## config.mk

```make
export PLATFORM = sky130hd
export DESIGN_NAME = fp_cmp_sel_pipe_flat
export DESIGN_NICKNAME = d
export VERILOG_FILES = /design/src/rtl/fp_cmp_sel_pipe_if.sv /design/src/rtl/fp_cmp_sel_pipe.sv /design/src/flat_wrapper.sv
export SDC_FILE = /design/constraint.sdc
export NUM_CORES = 1
export LEC_CHECK = 0
export CAP_MARGIN = 20
export CORE_MARGIN = 1.5
export CORE_UTILIZATION = 50
export CTS_CLUSTER_DIAMETER = 120
export DETAILED_ROUTE_END_ITERATION = 8
export GPL_TIMING_DRIVEN = 0
export PLACE_DENSITY = 0.79
export RECOVER_POWER = 50
export REMOVE_ABC_BUFFERS = 1
export SLEW_MARGIN = 20
export SYNTH_ARGS = -nofsm -noshare
export SYNTH_HDL_FRONTEND = slang
export SYNTH_SLANG_ARGS = --single-unit
```

## constraint.sdc

```tcl
create_clock -name clock -period 2.4 [get_ports clock]
set_clock_uncertainty 0.1 [all_clocks]
set_input_delay 0.36 -clock clock [delete_from_list [all_inputs] [get_ports clock]]
set_output_delay 0.36 -clock clock [all_outputs]
set_load 0.02 [all_outputs]
```

## src/rtl/fp_cmp_sel_pipe_if.sv

```systemverilog
`default_nettype none
// fp_cmp_sel_pipe_if: request/response bundle of the FP32 compare/select pipe.
// Revision 1.0 - initial release.
interface fp_cmp_sel_pipe_if #(
  parameter int TAG_W = 6
);
  logic             in_valid;
  logic             in_ready;
  logic [2:0]       in_op;
  logic [31:0]      in_a;
  logic [31:0]      in_b;
  logic [TAG_W-1:0] in_tag;
  logic             out_valid;
  logic             out_ready;
  logic [31:0]      out_data;
  logic [4:0]       out_fflags;
  logic [TAG_W-1:0] out_tag;
  logic             flush;
  logic             fflags_clr;
  logic [4:0]       sticky_fflags;

  modport master (
    output in_valid, in_op, in_a, in_b, in_tag, out_ready, flush, fflags_clr,
    input  in_ready, out_valid, out_data, out_fflags, out_tag, sticky_fflags
  );

  modport slave (
    input  in_valid, in_op, in_a, in_b, in_tag, out_ready, flush, fflags_clr,
    output in_ready, out_valid, out_data, out_fflags, out_tag, sticky_fflags
  );
endinterface
`default_nettype wire

```

## src/rtl/fp_cmp_sel_pipe.sv

```systemverilog
`default_nettype none
// fp_cmp_sel_pipe: two-stage FP32 FEQ/FLT/FLE/FMIN/FMAX unit with sticky fflags.
// Revision 1.0 - initial release.
module fp_cmp_sel_pipe #(
  parameter int TAG_W = 6
) (
  input  logic              clock,
  input  logic              reset,
  fp_cmp_sel_pipe_if.slave  bus
);

  localparam logic [2:0]  OP_FEQ    = 3'd0;
  localparam logic [2:0]  OP_FLT    = 3'd1;
  localparam logic [2:0]  OP_FLE    = 3'd2;
  localparam logic [2:0]  OP_FMIN   = 3'd3;
  localparam logic [2:0]  OP_FMAX   = 3'd4;
  localparam logic [31:0] CANON_NAN = 32'h7FC0_0000;

  // Pipeline control
  logic s1_valid;
  logic s2_valid;
  logic s1_en;
  logic s2_en;
  logic accept;
  logic fire;

  assign s2_en       = !s2_valid || bus.out_ready;
  assign s1_en       = !s1_valid || s2_en;
  assign accept      = bus.in_valid && s1_en;
  assign fire        = s2_valid && bus.out_ready;
  assign bus.in_ready = s1_en;

  // Operand decode and compare on the incoming request
  logic a_nan;
  logic b_nan;
  logic a_snan;
  logic b_snan;
  logic a_zero;
  logic b_zero;
  logic cmp_eq;
  logic cmp_lt;
  logic cmp_nv;

  always_comb begin
    a_nan  = (bus.in_a[30:23] == 8'hFF) && (bus.in_a[22:0] != 23'd0);
    b_nan  = (bus.in_b[30:23] == 8'hFF) && (bus.in_b[22:0] != 23'd0);
    a_snan = a_nan && !bus.in_a[22];
    b_snan = b_nan && !bus.in_b[22];
    a_zero = (bus.in_a[30:0] == 31'd0);
    b_zero = (bus.in_b[30:0] == 31'd0);
    cmp_eq = 1'b0;
    cmp_lt = 1'b0;
    if (!(a_nan || b_nan)) begin
      if (a_zero && b_zero) begin
        cmp_eq = 1'b1;
      end else begin
        cmp_eq = (bus.in_a == bus.in_b);
        if (bus.in_a[31] != bus.in_b[31]) begin
          cmp_lt = bus.in_a[31];
        end else if (bus.in_a[31]) begin
          cmp_lt = (bus.in_a[30:0] > bus.in_b[30:0]);
        end else begin
          cmp_lt = (bus.in_a[30:0] < bus.in_b[30:0]);
        end
      end
    end
    case (bus.in_op)
      OP_FEQ, OP_FMIN, OP_FMAX: cmp_nv = a_snan || b_snan;
      OP_FLT, OP_FLE:           cmp_nv = a_nan || b_nan;
      default:                  cmp_nv = 1'b0;
    endcase
  end

  // Stage 1 registers
  logic [2:0]       s1_op;
  logic [31:0]      s1_a;
  logic [31:0]      s1_b;
  logic [TAG_W-1:0] s1_tag;
  logic             s1_a_nan;
  logic             s1_b_nan;
  logic             s1_a_zero;
  logic             s1_b_zero;
  logic             s1_eq;
  logic             s1_lt;
  logic             s1_nv;

  always_ff @(posedge clock) begin
    if (reset) begin
      s1_op     <= 3'd0;
      s1_a      <= 32'd0;
      s1_b      <= 32'd0;
      s1_tag    <= '0;
      s1_a_nan  <= 1'b0;
      s1_b_nan  <= 1'b0;
      s1_a_zero <= 1'b0;
      s1_b_zero <= 1'b0;
      s1_eq     <= 1'b0;
      s1_lt     <= 1'b0;
      s1_nv     <= 1'b0;
    end else if (accept) begin
      s1_op     <= bus.in_op;
      s1_a      <= bus.in_a;
      s1_b      <= bus.in_b;
      s1_tag    <= bus.in_tag;
      s1_a_nan  <= a_nan;
      s1_b_nan  <= b_nan;
      s1_a_zero <= a_zero;
      s1_b_zero <= b_zero;
      s1_eq     <= cmp_eq;
      s1_lt     <= cmp_lt;
      s1_nv     <= cmp_nv;
    end
  end

  // Result selection from stage 1
  logic        a_first;
  logic [31:0] result;
  logic [4:0]  result_flags;

  always_comb begin
    // -0 orders below +0 for min/max only; the compare itself treats them equal
    a_first      = s1_lt || (s1_a_zero && s1_b_zero && s1_a[31] && !s1_b[31]);
    result       = 32'd0;
    result_flags = {s1_nv, 4'd0};
    case (s1_op)
      OP_FEQ: result = {31'd0, s1_eq};
      OP_FLT: result = {31'd0, s1_lt};
      OP_FLE: result = {31'd0, s1_lt || s1_eq};
      OP_FMIN, OP_FMAX: begin
        if (s1_a_nan && s1_b_nan) begin
          result = CANON_NAN;
        end else if (s1_a_nan) begin
          result = s1_b;
        end else if (s1_b_nan) begin
          result = s1_a;
        end else if (s1_op == OP_FMIN) begin
          result = a_first ? s1_a : s1_b;
        end else begin
          result = a_first ? s1_b : s1_a;
        end
      end
      default: result = 32'd0;
    endcase
  end

  // Stage 2 registers drive the outputs directly
  logic [31:0]      s2_data;
  logic [4:0]       s2_fflags;
  logic [TAG_W-1:0] s2_tag;
  logic [4:0]       sticky;

  always_ff @(posedge clock) begin
    if (reset) begin
      s2_data   <= 32'd0;
      s2_fflags <= 5'd0;
      s2_tag    <= '0;
    end else if (s2_en && s1_valid) begin
      s2_data   <= result;
      s2_fflags <= result_flags;
      s2_tag    <= s1_tag;
    end
  end

  always_ff @(posedge clock) begin
    if (reset) begin
      s1_valid <= 1'b0;
      s2_valid <= 1'b0;
    end else if (bus.flush) begin
      s1_valid <= 1'b0;
      s2_valid <= 1'b0;
    end else begin
      if (s1_en) begin
        s1_valid <= bus.in_valid;
      end
      if (s2_en) begin
        s2_valid <= s1_valid;
      end
    end
  end

  // A result leaving on the same edge as a clear is kept, not lost
  always_ff @(posedge clock) begin
    if (reset) begin
      sticky <= 5'd0;
    end else if (bus.fflags_clr) begin
      sticky <= fire ? s2_fflags : 5'd0;
    end else if (fire) begin
      sticky <= sticky | s2_fflags;
    end
  end

  assign bus.out_valid     = s2_valid;
  assign bus.out_data      = s2_data;
  assign bus.out_fflags    = s2_fflags;
  assign bus.out_tag       = s2_tag;
  assign bus.sticky_fflags = sticky;

endmodule
`default_nettype wire
```

## src/flat_wrapper.sv

```systemverilog
// flat-port wrapper written by rule: the top's interface ports become plain ports
module fp_cmp_sel_pipe_flat 
#(
  parameter int TAG_W = 6
)
  (clock, reset, bus_in_valid, bus_in_op, bus_in_a, bus_in_b, bus_in_tag, bus_out_ready, bus_flush, bus_fflags_clr, bus_in_ready, bus_out_valid, bus_out_data, bus_out_fflags, bus_out_tag, bus_sticky_fflags);
  fp_cmp_sel_pipe_if #(.TAG_W(TAG_W)) bus_i ();
  input  logic clock;
  input  logic reset;
  input wire logic [$bits(bus_i.in_valid)-1:0] bus_in_valid;
  input wire logic [$bits(bus_i.in_op)-1:0] bus_in_op;
  input wire logic [$bits(bus_i.in_a)-1:0] bus_in_a;
  input wire logic [$bits(bus_i.in_b)-1:0] bus_in_b;
  input wire logic [$bits(bus_i.in_tag)-1:0] bus_in_tag;
  input wire logic [$bits(bus_i.out_ready)-1:0] bus_out_ready;
  input wire logic [$bits(bus_i.flush)-1:0] bus_flush;
  input wire logic [$bits(bus_i.fflags_clr)-1:0] bus_fflags_clr;
  output wire logic [$bits(bus_i.in_ready)-1:0] bus_in_ready;
  output wire logic [$bits(bus_i.out_valid)-1:0] bus_out_valid;
  output wire logic [$bits(bus_i.out_data)-1:0] bus_out_data;
  output wire logic [$bits(bus_i.out_fflags)-1:0] bus_out_fflags;
  output wire logic [$bits(bus_i.out_tag)-1:0] bus_out_tag;
  output wire logic [$bits(bus_i.sticky_fflags)-1:0] bus_sticky_fflags;
  assign bus_i.in_valid = bus_in_valid;
  assign bus_i.in_op = bus_in_op;
  assign bus_i.in_a = bus_in_a;
  assign bus_i.in_b = bus_in_b;
  assign bus_i.in_tag = bus_in_tag;
  assign bus_i.out_ready = bus_out_ready;
  assign bus_i.flush = bus_flush;
  assign bus_i.fflags_clr = bus_fflags_clr;
  assign bus_in_ready = bus_i.in_ready;
  assign bus_out_valid = bus_i.out_valid;
  assign bus_out_data = bus_i.out_data;
  assign bus_out_fflags = bus_i.out_fflags;
  assign bus_out_tag = bus_i.out_tag;
  assign bus_sticky_fflags = bus_i.sticky_fflags;
  fp_cmp_sel_pipe #(.TAG_W(TAG_W)) u_core (.clock(clock), .reset(reset), .bus(bus_i));
endmodule
```

==> impl_metrics.tcl <==
set metrics [dict create \
    antenna_found_initial 0 \
    start_kind "input port" \
    crit_type "in -> reg" \
    nNetsFinal 933 \
    cts-root-buf "clkbuf_16" \
    clkTransAtPathRegs_ns 0.05 \
    row_count 38 \
    cts_buffer_depth 2 \
    port_buffers 120 \
    post_drt_wl_per_cell_microns 15.56 \
    cp.arrival_ns 2.50 \
    powerDensity_nw_per_um2 664.6 \
    critPathBufInv 2 \
    finalMaxSlewViolations 0 \
    via_count 5409 \
    worstSkewPairLatency_ns 0.42 \
    drt_pre_antenna_iters 5 \
    period_share_pct 95.30 \
    pin_count 129 \
    ys_async_sr_fraction_pct 0 \
    n_fill_cell 927 \
    yosysWarningCount 0 \
    fp.dieW_microns 110.1 \
    critPathSlowestCell "clkdlybuf4s50_1" \
    worstMarginPinSlew_ns 0.9429 \
    dieArea_sq_um 12130 \
    ys_seq_elements 122 \
    timing.final.crit_period_ns 2.287 \
    path_delay_family "compound AO/OA/AOI/OAI gates" \
    syn_area_sq_um 5738 \
    drtIter0Drc 334 \
    synth_edf_count 0 \
    rsz0062_at_grt "no" \
    cts_tree "done" \
    synth_ff_type "dfxtp_1" \
    max_stage_delay_ns 0.52 \
    dpl_worst_slack_ns -1.020 \
    status "complete, no violations" \
    start_util_pct 52.02 \
    drive_gt1_share_pct 6.340 \
    worstHoldPathType "in -> reg" \
    fp.dieH_microns 110.1 \
    finalWirelength_microns 15180 \
    gp_congestion 0.8413 \
    worstPathMaxFanout 3 \
    final_antenna_net_count 0 \
    grt_max_degree 76 \
    htree_levels 4 \
    r2r_start "u_core.s1_op[0]$_SDFFE_PP0P_" \
    viasPerCell 5.542 \
    path_cells "clkdlybuf4s50_1 -> inv_1 -> ha_1 -> nand2_1 -> o21ai_0 -> a221oi_2 -> o31a_1 -> or2_2 -> a41o_1" \
    swShare_pct 26.09 \
    total_power_mw 5.012 \
    total_leakage_power_nw 2.964 \
    relSlewSlack_pct 37.14 \
    post-route-util_pct 68.36 \
    grt_pass1_wl_microns 24210 \
    grtUsageTotal_pct 25.89 \
    syn_inst 717 \
    drv_cap 0 \
    intPower_mw 3.704 \
    n_antenna_cell 0 \
    startpoint "bus_in_b[18]" \
    postSynthAreaPerCell_sq_um 8.003 \
    final_common_cell "nand2_1" \
    setup_viol_count_final 0 \
    ctsHoldBuffers 0 \
    cts_made_buffers 17 \
    grt_pass1_vias 5233 \
    tns_ns 0 \
    synthTopCellsByArea "dfxtp_1 (43%), nand2_1 (12%), a21oi_1 (9.7%)" \
    cts.sinks 122 \
    p_seq_share_pct 42.8 \
    drc 0 \
    hold_violations 0 \
    grt-ovfl-total 0 \
    area_growth_pct 31.42 \
    end_kind "flop" \
    synthDominantCellAreaShare_pct 42.56 \
    min_from "bus_in_b[22]" \
    ys_types 48 \
    hpwl_microns 10380 \
    clockPowerShare_pct 44.3 \
    fp.coreArea_sq_um 11030 \
    worstPathRequired_ns 2.61 \
    ir_drop_uv 497.5 \
    combPwrFrac_pct 13.0 \
    p_switching_mw 1.308 \
    max_freq_mhz 437.2 \
    final_cell_mix "nand2_1 (185), dfxtp_1 (122), clkdlybuf4s50_1 (118)" \
    yosys.area.top_type "dfxtp_1" \
    ys_seq_area_share_pct 42.56 \
    fin_ws_ns 0.1128 \
]
[power by group through the flow]
stage          Clock, mW  Combinational (mW)  Sequential, mW
2_1_floorplan          0               0.309            2.18
3_3_place_gp           0               0.599            2.18
3_5_place_dp           0               0.641            2.18
4_1_cts             2.24               0.652            2.14
5_1_grt             2.35               0.712            2.15
6_report            2.22               0.650            2.14
[repair_timing]
| item | 4_1_cts | 5_1_grt |
|---|---|---|
| setup endpoints to repair | 23 | 18 |
| setup buffers | 1 | 0 |
| gates resized for setup | 3 | 4 |
| pin swaps | 1 | 0 |
| hold endpoints to repair | 0 | 0 |
[cell families after synthesis]
logic type	count (synthesis)	synth area share (%)
adder cells (fa/ha/maj)	31	6.760
buffers and inverters	86	7.174
AO/OA/AOI/OAI	168	17.79
AND/OR/NAND/NOR	285	21.39
other	1	0.06535
flip-flops	122	42.56
XOR/XNOR	1	0.1527
multiplexers	23	4.099
[cells in the mapped netlist, types with 3 or more instances]
master     instances
a21oi_1          111
a2bb2oi_1         22
and4_1             3
buf_2              3
buf_4              8
buf_6              3
clkbuf_1          31
dfxtp_1          122
ha_1              31
inv_1             37
mux2i_1           22
nand2_1          187
nand3_1            6
nand4_1           11
nor2_1            39
nor2b_1            3
nor3_1             9
nor3b_1            3
nor4_1            14
o21ai_0            9
o221ai_1          10
[sequential cells by signal, summed over array words and instances, names as in the netlist]
signal and cells:
u_core.bus.out_data 32, u_core.bus.out_fflags 1, u_core.bus.out_tag 6, u_core.bus.out_valid 1, u_core.bus.sticky_fflags 1, u_core.s1_a 32
u_core.s1_a_nan 1, u_core.s1_a_zero 1, u_core.s1_b 32, u_core.s1_b_nan 1, u_core.s1_b_zero 1, u_core.s1_eq 1
u_core.s1_lt 1, u_core.s1_nv 1, u_core.s1_op 3, u_core.s1_tag 6, u_core.s1_valid 1
[layout make-up]
cell class,count,area (sq um),share of cell area (%)
flip-flops and latches,122,2442,32.39
repair buffers,129,1321,17.52
clock inverters,13,81.33,1.078
multi-input cells,516,2949,39.11
well taps,140,175.2,2.323
inverters,37,138.9,1.842
clock buffers,19,432.9,5.741
[through the flow]
stage | area [sq um] | hold WS, ns | std cells
floorplan | 5492 | 0.3260 | 675
global placement | 6868 | 0.3356 | 935
detailed placement | 7033 | 0.3458 | 943
CTS | 7567 | 0.2920 | 976
global route | 7541 | 0.2704 | 976
finish | 7541 | 0.2481 | 976
[worst paths after layout]
path / to / slack (ns) / cells past startpoint
worst max-delay path: u_core.s1_lt$_SDFFE_PP0P_ / 0.11 / 9
worst min-delay path: u_core.s1_b[22]$_SDFFE_PP0P_ / 0.25 / 3
worst max register to register: u_core.bus.out_data[1]$_SDFFE_PP0P_ / 0.19 / 9
worst min register to register: u_core.bus.out_tag[1]$_SDFFE_PP0P_ / 0.35 / 2
[metal layers]
layer	track usage, %	vias to the layer above	routed length, microns
met3	7.231	21	1054
met5	0	-	0
met4	10.53	0	230
met2	42.99	203	7460
li1	-	2658	-
met1	31.67	2527	6436
[worst reg2reg max path, cell delays in order (launching register included)]
cell	delay (ns)
dfxtp_1	0.40
and3b_1	0.23
nor3_1	0.09
o31ai_4	0.26
buf_6	0.19
buf_6	0.17
buf_6	0.16
mux2i_1	0.20
a2bb2oi_1	0.21
nor2_1	0.06
(Power assumes the default switching activity.)
==> patch, RTL diff (same flow settings) <==
`TAG_W` is set to 6 in 3 places; all go to 3.
--- a/src/rtl/fp_cmp_sel_pipe_if.sv
+++ b/src/rtl/fp_cmp_sel_pipe_if.sv
@@ -3,5 +3,5 @@
 // Revision 1.0 - initial release.
 interface fp_cmp_sel_pipe_if #(
-  parameter int TAG_W = 6
+  parameter int TAG_W = 3
 );
   logic             in_valid;
--- a/src/rtl/fp_cmp_sel_pipe.sv
+++ b/src/rtl/fp_cmp_sel_pipe.sv
@@ -3,5 +3,5 @@
 // Revision 1.0 - initial release.
 module fp_cmp_sel_pipe #(
-  parameter int TAG_W = 6
+  parameter int TAG_W = 3
 ) (
   input  logic              clock,
--- a/src/flat_wrapper.sv
+++ b/src/flat_wrapper.sv
@@ -2,5 +2,5 @@
 module fp_cmp_sel_pipe_flat 
 #(
-  parameter int TAG_W = 6
+  parameter int TAG_W = 3
 )
   (clock, reset, bus_in_valid, bus_in_op, bus_in_a, bus_in_b, bus_in_tag, bus_out_ready, bus_flush, bus_fflags_clr, bus_in_ready, bus_out_valid, bus_out_data, bus_out_fflags, bus_out_tag, bus_sticky_fflags);
Ports: changed (resized bus_in_tag and bus_out_tag); port bits go from 129 to 123. No check against the original RTL was run, so the function may have changed too.
==> patch against the original RTL <==
Sequential share of layout area decreased by 1.9 points. Area after synthesis decreased by 2.2%. Sequential cell count decreased by 6. Power increased by 13%. First-iteration DRC count decreased by 9.9%. Count of clock-buffer cells in the layout increased by 2. Worst setup slack got worse by 0.043 ns. Design area increased by 0.95%. Clock power increased by 32%. Routed wire length increased by 1.7%. Largest power group unchanged. Fmax decreased by 1.8%. Die area decreased by 2.1%. Cell count decreased by 2.5%.
==> patch: results (changes against the original RTL) <==
Status: complete, no violations
Largest fanout on the critical path: 13 (+10)
Share of cells above drive strength 1: 6.897% (+0.56 points)
CTS clock-pin slew for the worst setup and hold paths: 0.06 ns
Synth top cells by count: nand2_1, dfxtp_1, a21oi_1
Clock Power Share: 52.0% (+7.7 points)
Fin util: 69.92% (+1.6 points)
Multi-input combinational area share: 39.32% (+0.21 points)
CP max-delay cell: or3_4
Clk cell area share: 9.073% (+2.3 points)
NumNets Final: 906 (-2.9%)
Power Density: 741.0 nW/µm² (+11%)
Avg Vias per Cell: 5.596 (+0.97%)
Met2 wire length: 7.898 mm (+5.9%)
Worst Path Arrival: 2.62 ns (+0.12 ns)
Post-DR wirelength/cell: 16.22 µm (+4.3%)
Largest stage delay, worst path: 0.38 ns (-0.14 ns)
Antenna Cells: 0 (unchanged)
M1 WL: 6.314 mm (-1.9%)
Clock Latency Late Sink: 0.51 ns (+0.09 ns)
Clock buffers: 21 (+2)
Root buf cell: clkbuf_8
Met3 Usage GRT: 5.380% (-1.9 points)
Final Wtd Congestion: 0.8689 (+3.3%)
Non-clock inverter count: 35 (-5.4%)
Met3 routed WL: 884 µm (-16%)
Dominant cells by area after synthesis: dfxtp_1, nand2_1, a21oi_1
First-pass GRT wire length: 24.68 mm (+1.9%)
Cell count after synthesis: 698 (-2.6%)
Yosys cell types: 47 (-2.1%)
DP Area: 6874 µm² (-2.3%)
Met2 usage: 48.53% (+5.5 points)
Clk sinks: 116 (-4.9%)
Post-place setup slack: -0.8720 ns (+0.1476 ns)
Total Wirelength: 15.45 mm (+1.7%)
Flop pwr share: 36.1% (-6.7 points)
Detailed placement HPWL: 10.67 mm (+2.8%)
Input/output buffers: 114 (-5.0%)
Post-Layout Inst Area: 7612 µm² (+0.95%)
#MultiIn Comb: 507 (-1.7%)
Max IR drop VDD: 0.4139 mV (-17%)
Non-clock buffers, area share: 17.06% (-0.46 points)
DP Cell Count: 918 (-2.7%)
Largest net degree at the start of global routing: 80 (+5.3%)
Tot GR Track Use: 26.82% (+0.93 points)
Post-synthesis sequential area ratio: 41.38% (-1.2 points)
Hold/Removal Path Class: input pin to register
Post-synth ARST share: 0% (unchanged)
DR iter-0 viols: 301 (-9.9%)
Buffers excl. clock: 122 (-5.4%)
Post-CTS sizing: 9 (+6)
Fill count: 869 (-6.3%)
Met1 Resource Use GR: 30.63% (-1.0 points)
Sequential cell area: 2323 µm² (-4.9%)
Net Sw Power: 1.310 mW (+0.19%)
Crit-path leading delay family: simple AND/OR/NAND/NOR gates
[patch: cell types whose count changed after synthesis, sizes merged, moves of 4 or more]
cell     before  now
a2bb2oi      22   30
clkbuf       32   26
nor2         40   45
mux2i        22   31
buf          17   21
nand3         6    2
nand2       188  167
o221ai       10    1
nand2b        2   14
a21oi       111   98
dfxtp       122  116
[patch: cell families (layout without fill, tap and decap cells)]
logic type	after synthesis	in the layout	share of synthesized area (%)
compound gates	156	156	17.15
xor+xnor	1	1	0.1561
fa+ha+maj	31	31	6.912
buf+inv	82	189	6.756
flops	116	116	41.38
mux	32	32	5.730
other cells	1	8	0.06683
simple gates	279	279	21.85
[patch: worst paths after layout]
path | start | end | slack [ns] | depth (start not counted)
max | u_core.s1_op[0] | u_core.bus.out_data[0] | 0.07 | 8
min | bus_in_a[26] | u_core.s1_a[26] | 0.08 | 3
max reg2reg | u_core.s1_op[0] | u_core.bus.out_data[0] | 0.07 | 8
min reg2reg | u_core.s1_b[22] | u_core.s1_b[22] | 0.35 | 2
